File: src/rtl/pulse_stretch_pkg.sv
// Shared types and constants for the pulse stretcher and the pulse generator blocks.
package pulse_pkg;

    typedef enum logic {
        ST_IDLE    = 1'b0,
        ST_STRETCH = 1'b1
    } state_e;

    localparam int unsigned PULSE_GEN_CNT_WIDTH = 4;
    localparam int unsigned PULSE_GEN_LEN_MIN   = 1;

endpackage : pulse_pkg

File: src/rtl/pulse_stretch_cnt.sv
// Loadable down-counter with a registered zero flag; saturates at zero.
module pulse_stretch_cnt #(
    parameter int unsigned CNT_WIDTH = 4
) (
    input  logic                 CLK,
    input  logic                 RST,
    input  logic                 load_i,
    input  logic [CNT_WIDTH-1:0] load_val_i,
    input  logic                 dec_i,
    output logic                 zero_o
);

    logic [CNT_WIDTH-1:0] cnt_q, cnt_d;
    logic                 zero_q, zero_d;

    // Load has priority; decrement stops at zero so the counter never wraps.
    always_comb begin
        cnt_d = cnt_q;
        if (load_i) begin
            cnt_d = load_val_i;
        end else if (dec_i && (cnt_q != '0)) begin
            cnt_d = cnt_q - CNT_WIDTH'(1);
        end
        zero_d = (cnt_d == '0);
    end

    always_ff @(posedge CLK or negedge RST) begin
        if (!RST) begin
            cnt_q  <= '0;
            zero_q <= 1'b1;
        end else begin
            cnt_q  <= cnt_d;
            zero_q <= zero_d;
        end
    end

    assign zero_o = zero_q;

endmodule : pulse_stretch_cnt

File: src/rtl/pulse_stretch.sv
// Stretches each accepted trigger into a level of max(LEN,1) cycles.
// Define PULSE_STRETCH_RETRIG_EN to let a mid-stretch pulse extend the level instead of flagging overrun.
module pulse_stretch
    import pulse_pkg::*;
#(
    parameter int unsigned CNT_WIDTH = PULSE_GEN_CNT_WIDTH
) (
    input  logic                 CLK,
    input  logic                 RST,
    input  logic                 PULSE_SIG,
    input  logic [CNT_WIDTH-1:0] LEN,
    input  logic                 OVR_CLR,
    output logic                 LVL_SIG,
    output logic                 OVR_FLAG
);

    state_e               state_q, state_d;
    logic [CNT_WIDTH-1:0] len_m1;
    logic                 cnt_load;
    logic                 cnt_dec;
    logic                 cnt_zero;
    logic                 ovr_set;
    logic                 ovr_q, ovr_d;

    // LEN of zero is treated as a one-cycle stretch.
    always_comb begin
        len_m1 = (LEN == '0) ? '0 : (LEN - CNT_WIDTH'(1));
    end

    pulse_stretch_cnt #(
        .CNT_WIDTH (CNT_WIDTH)
    ) u_cnt (
        .CLK        (CLK),
        .RST        (RST),
        .load_i     (cnt_load),
        .load_val_i (len_m1),
        .dec_i      (cnt_dec),
        .zero_o     (cnt_zero)
    );

    always_ff @(posedge CLK or negedge RST) begin
        if (!RST) begin
            state_q <= ST_IDLE;
        end else begin
            state_q <= state_d;
        end
    end

    always_comb begin
        state_d = state_q;
        case (state_q)
            ST_IDLE: begin
                if (PULSE_SIG) begin
                    state_d = ST_STRETCH;
                end
            end
            ST_STRETCH: begin
                if (cnt_zero && !PULSE_SIG) begin
                    state_d = ST_IDLE;
                end
            end
            default: state_d = ST_IDLE;
        endcase
    end

    // Counter control and overrun detection; a pulse on the last cycle reloads seamlessly.
    always_comb begin
        cnt_load = 1'b0;
        cnt_dec  = 1'b0;
        ovr_set  = 1'b0;
        LVL_SIG  = (state_q == ST_STRETCH);
        case (state_q)
            ST_IDLE: begin
                cnt_load = PULSE_SIG;
            end
            ST_STRETCH: begin
                if (cnt_zero) begin
                    cnt_load = PULSE_SIG;
                end else if (PULSE_SIG) begin
`ifdef PULSE_STRETCH_RETRIG_EN
                    cnt_load = 1'b1;
`else
                    cnt_dec  = 1'b1;
                    ovr_set  = 1'b1;
`endif
                end else begin
                    cnt_dec = 1'b1;
                end
            end
            default: begin
                cnt_load = 1'b0;
            end
        endcase
    end

    // Sticky overrun flag; a new overrun beats a simultaneous clear.
    always_comb begin
        ovr_d = ovr_set | (ovr_q & ~OVR_CLR);
    end

    always_ff @(posedge CLK or negedge RST) begin
        if (!RST) begin
            ovr_q <= 1'b0;
        end else begin
            ovr_q <= ovr_d;
        end
    end

    assign OVR_FLAG = ovr_q;

endmodule : pulse_stretch

File: config.mk
export PLATFORM = sky130hd
export DESIGN_NAME = pulse_stretch
export DESIGN_NICKNAME = d
export VERILOG_FILES = /design/src/rtl/pulse_stretch_pkg.sv /design/src/rtl/pulse_stretch_cnt.sv /design/src/rtl/pulse_stretch.sv
export SDC_FILE = /design/constraint.sdc
export NUM_CORES = 1
export LEC_CHECK = 0
export CAP_MARGIN = 25
export CORE_UTILIZATION = 30
export DETAILED_ROUTE_END_ITERATION = 10
export PLACE_DENSITY = 0.54
export SLEW_MARGIN = 40
export SYNTH_ARGS = -nofsm -noshare
export SYNTH_HDL_FRONTEND = slang
export SYNTH_HIERARCHICAL = 1
export SYNTH_SLANG_ARGS = --single-unit
File: constraint.sdc
create_clock -name CLK -period 4.6 [get_ports CLK]
set_input_delay 0.92 -clock CLK [delete_from_list [all_inputs] [get_ports CLK]]
set_output_delay 0.92 -clock CLK [all_outputs]
set_load 0.03 [all_outputs]
==> PnR_summary.wiki <==
{| class="wikitable"
! Metric !! Value
|-
| Signal arrival time at the worst endpoint || 2450 ps
|-
| Post-Synthesis Mean Instance Area || approximately 9.5 µm²
|-
| Slew HR || roughly two thirds
|-
| Number of cells in the design after placement || between 60 and 70
|-
| Net load switching power || approximately 130 µW
|-
| Final total negative setup slack || 0 ps
|-
| Cell type with the highest aggregate area in the netlist || sky130_fd_sc_hd__dfrtp_1
|-
| Clk buf depth || 2
|-
| Number of max-slew violations in the final report || 0
|-
| Count of buffering cells on the critical path with inverters included || 1
|-
| Maximum number of pins on one net before global-route repair || 12
|-
| Post-synth design cell area || ~440 µm²
|-
| Class of the tightest hold or removal check || reg -> reg
|-
| Routed length per instance || ~13 µm
|-
| Number of antenna-violating nets in the routed design || 0
|-
| Worst Reg2Reg Path Length in Cells || 6
|-
| Areal power density over the cells || 585 nW/µm²
|-
| Endpoints failing setup || 0
|-
| Crit path kind || in -> reg
|-
| Detailed-placement wirelength estimate || 678 µm
|-
| Yosys warning count || 6
|-
| Initial core utilization || around 33%
|-
| Worst Setup End Kind || flop
|-
| #FFs+latches synth || 7
|-
| Total clock buffers created by CTS || 3
|-
| End-of-flow core utilization || between 40% and 50%
|-
| Layout cell share with drive strength beyond 1 || 13.8%
|-
| HP Start || OVR_FLAG
|-
| Detailed Routing Iterations Pass 1 || 4
|-
| Count of cells resized by post-cts repair || 0
|-
| Number of sinks on the clock net || 7
|-
| Register clock-pin slew on the reported worst setup and hold paths || around 60 ps
|-
| Port Buf Inserts || 9
|-
| Clock tree from TritonCTS || yes
|-
| Top cells by area, synth || sky130_fd_sc_hd__dfrtp_1, sky130_fd_sc_hd__dfstp_2, sky130_fd_sc_hd__nand2_1, sky130_fd_sc_hd__o21ai_0, sky130_fd_sc_hd__inv_1
|-
| Startpoint type of the worst setup path || primary input
|-
| H-tree levels || 1
|-
| Final critical-path required period || between 2000 and 2500 ps
|-
| Vert. Die Dim || about 40 µm
|-
| Antenna diode count || 0
|-
| Total of max-cap violations || 0
|-
| Top library cells by usage in the layout, fill and taps aside || sky130_fd_sc_hd__clkdlybuf4s50_1, sky130_fd_sc_hd__dfrtp_1, sky130_fd_sc_hd__nand2_1
|-
| Kind of cell with the highest combined delay on the critical path || simple AND/OR/NAND/NOR gates
|-
| Total routing usage reported by global routing || 12.9%
|-
| Slowest-stage cell, CP || sky130_fd_sc_hd__clkdlybuf4s50_1
|-
| Rows || 13
|-
| Tot Pwr || 332 µW
|-
| Data required, critical path || approximately 4800 ps
|-
| Setup Skew || 7.35 ps
|-
| Depth of the worst hold-timing path || 1
|-
| Post-CTS Setup Inserts || 0
|-
| Final clock period utilization by the worst path || approximately 50%
|-
| Total congestion overflow after global routing || 0
|-
| Most frequent standard cell in the layout excluding fill and tap cells || sky130_fd_sc_hd__clkdlybuf4s50_1
|-
| Synthesis-to-finish area growth || 29.7%
|-
| Cell Int Power || 200 µW
|-
| Clock insertion delay at the later pin of the skew report || 250 ps
|-
| Area share of the largest cell type after synthesis || 34.3%
|-
| Non-filler instance count after layout || 73
|-
| Critical path peak fanout || 11
|-
| DRC Markers || 0
|-
| Endpoints failing hold || 0
|-
| Area of the core || ~1300 µm²
|-
| Layout fillers || roughly 140
|-
| Critical register-to-register path endpoint || u_cnt/zero_o
|-
| Number of hold-repair buffers added at the cts stage || 0
|-
| Number of DRC markers in iteration 0 || 8
|-
| Hold WS || between 500 and 600 ps
|-
| Largest vdd supply drop || approximately 250 µV
|-
| Part of the power in registers || 33.0%
|-
| Crit-path cells || clkdlybuf4s50_1, and2_1, nor3b_1, mux2i_1, o311ai_1, nor4_2
|-
| Via density per instance || between 5 and 6
|-
| Comb power frac || about half
|-
| Tightest Pin Transition || about 470 ps
|-
| Routed Wire Length || around 920 µm
|-
| Static power due to leakage || between 0.2 and 0.25 nW
|-
| Vias in the first global route || between 200 and 300
|-
| Syn nets || 55
|-
| Initial antenna violation count || 0
|-
| Seq/Total Area, Yosys || around two fifths
|-
| Delay contributed by the slowest stage of the critical path || ~500 ps
|-
| Die Width || a little over 40 µm
|-
| Setup repair after global routing missed its margin || no
|-
| Yosys cell types || 27
|-
| Hold endpoint || OVR_FLAG
|-
| Net count of the finished layout || a little under 70
|-
| Net switching share of the total power || between 30% and 40%
|-
| Wire length of the first global-routing pass || around 1.3 mm
|-
| Result of the run || complete, no violations
|-
| Worst R2R Setup Slack || 2760 ps
|-
| Last weighted congestion value of the routability-driven placer || 0.740
|-
| Clock root buffer || sky130_fd_sc_hd__clkbuf_4
|-
| Clock network fraction of design power || between 10% and 20%
|-
| Die ar. || ~1600 µm²
|-
| Critical path depth || 6
|-
| Max Fclk || 0.435 GHz
|-
| Via count || between 300 and 400
|-
| Gate Count Post-Synth || 46
|-
| Number of ports placed on the die boundary || 10
|-
| Worst reg2reg startpoint || u_cnt/cnt_q[0]
|}
[Yosys cell counts]
master / count
sky130_fd_sc_hd__o21bai_1: 1
sky130_fd_sc_hd__ha_1: 1
sky130_fd_sc_hd__dfrtp_1: 6
sky130_fd_sc_hd__and4b_1: 1
sky130_fd_sc_hd__nor4_2: 1
sky130_fd_sc_hd__nor2b_1: 1
sky130_fd_sc_hd__o21ai_1: 1
sky130_fd_sc_hd__or3b_4: 1
sky130_fd_sc_hd__nand2b_1: 2
sky130_fd_sc_hd__a21oi_1: 2
sky130_fd_sc_hd__o311ai_1: 1
sky130_fd_sc_hd__nor2_1: 1
sky130_fd_sc_hd__nor3b_1: 2
sky130_fd_sc_hd__nand2_1: 6
sky130_fd_sc_hd__or4b_1: 1
sky130_fd_sc_hd__and2_1: 1
sky130_fd_sc_hd__a22o_1: 1
sky130_fd_sc_hd__a31o_1: 1
sky130_fd_sc_hd__buf_2: 1
sky130_fd_sc_hd__o21ai_0: 3
sky130_fd_sc_hd__inv_1: 4
sky130_fd_sc_hd__mux2i_1: 1
sky130_fd_sc_hd__nor4b_2: 1
sky130_fd_sc_hd__dfstp_2: 1
sky130_fd_sc_hd__a221o_1: 1
sky130_fd_sc_hd__o31a_2: 1
sky130_fd_sc_hd__nor3_1: 2
[kinds of logic (layout without fill, tap and decap cells)]
family	Yosys count	count (layout)	synth area share (%)
AO/OA/AOI/OAI	12	12	19.1
adder cells (fa/ha/maj)	1	1	2.86
buffers and inverters	5	17	4.57
flip-flops	7	7	40.3
multiplexers	1	1	2.29
AND/OR/NAND/NOR	20	20	30.9
[state kept, by name, summed over array words and instances (netlist names)]
signal,count
LVL_SIG,1
u_cnt/cnt_q,4
u_cnt/zero_o,1
OVR_FLAG,1
[worst register-to-register path, stage by stage, from the launching register on]
cell	delay, ps
sky130_fd_sc_hd__dfrtp_1	410
sky130_fd_sc_hd__inv_1	110
sky130_fd_sc_hd__ha_1	210
sky130_fd_sc_hd__or3b_4	420
sky130_fd_sc_hd__mux2i_1	170
sky130_fd_sc_hd__o311ai_1	180
sky130_fd_sc_hd__nor4_2	260
[layout make-up]
class | count | area [µm²] | area share, %
clock buffer | 4 | 26.3 | 4.63
multi-input combinational | 34 | 241 | 42.5
inverter | 4 | 15.0 | 2.64
sequential | 7 | 176 | 31.1
timing repair buffer | 9 | 90.1 | 15.9
tap | 15 | 18.8 | 3.30
[power by group through the flow]
| stage | Clock (mW) | Combinational [mW] | Sequential (mW) |
|---|---|---|---|
| 4_1_cts | 0.0588 | 0.165 | 0.109 |
| 6_report | 0.0558 | 0.167 | 0.110 |
| 5_1_grt | 0.0657 | 0.181 | 0.112 |
| 2_1_floorplan | 0 | 0.118 | 0.113 |
| 3_3_place_gp | 0 | 0.163 | 0.109 |
| 3_5_place_dp | 0 | 0.162 | 0.110 |
[per-stage QoR]
step | worst slack, ps | cell area, µm²
after CTS | 2330 | 568
after detailed placement | 2110 | 542
after global placement | 2160 | 542
final | 2300 | 568
after floorplan | 2790 | 438
after global routing | 2220 | 568
[how the worst max path moves through the flow]
| stage | from | to | slack, ps |
|---|---|---|---|
| 2_1_floorplan | LEN[1] | u_cnt/zero_o | 2790 |
| 3_3_place_gp | PULSE_SIG | u_cnt/zero_o | 2160 |
| 3_5_place_dp | PULSE_SIG | u_cnt/zero_o | 2110 |
| 4_1_cts | PULSE_SIG | u_cnt/zero_o | 2330 |
| 5_1_grt | PULSE_SIG | u_cnt/zero_o | 2220 |
| 6_report | PULSE_SIG | u_cnt/zero_o | 2300 |
[routing by layer]
metal,share of wire [%],vias up,wire length [µm],global-route usage [%]
li1,-,198,-,-
met1,53,174,483,17.9
met2,45,5,410,17.7
met3,2.7,0,25,5.00
met4,0,0,0,5.00
met5,0,-,0,0
Power figures use the tool's default switching activity.
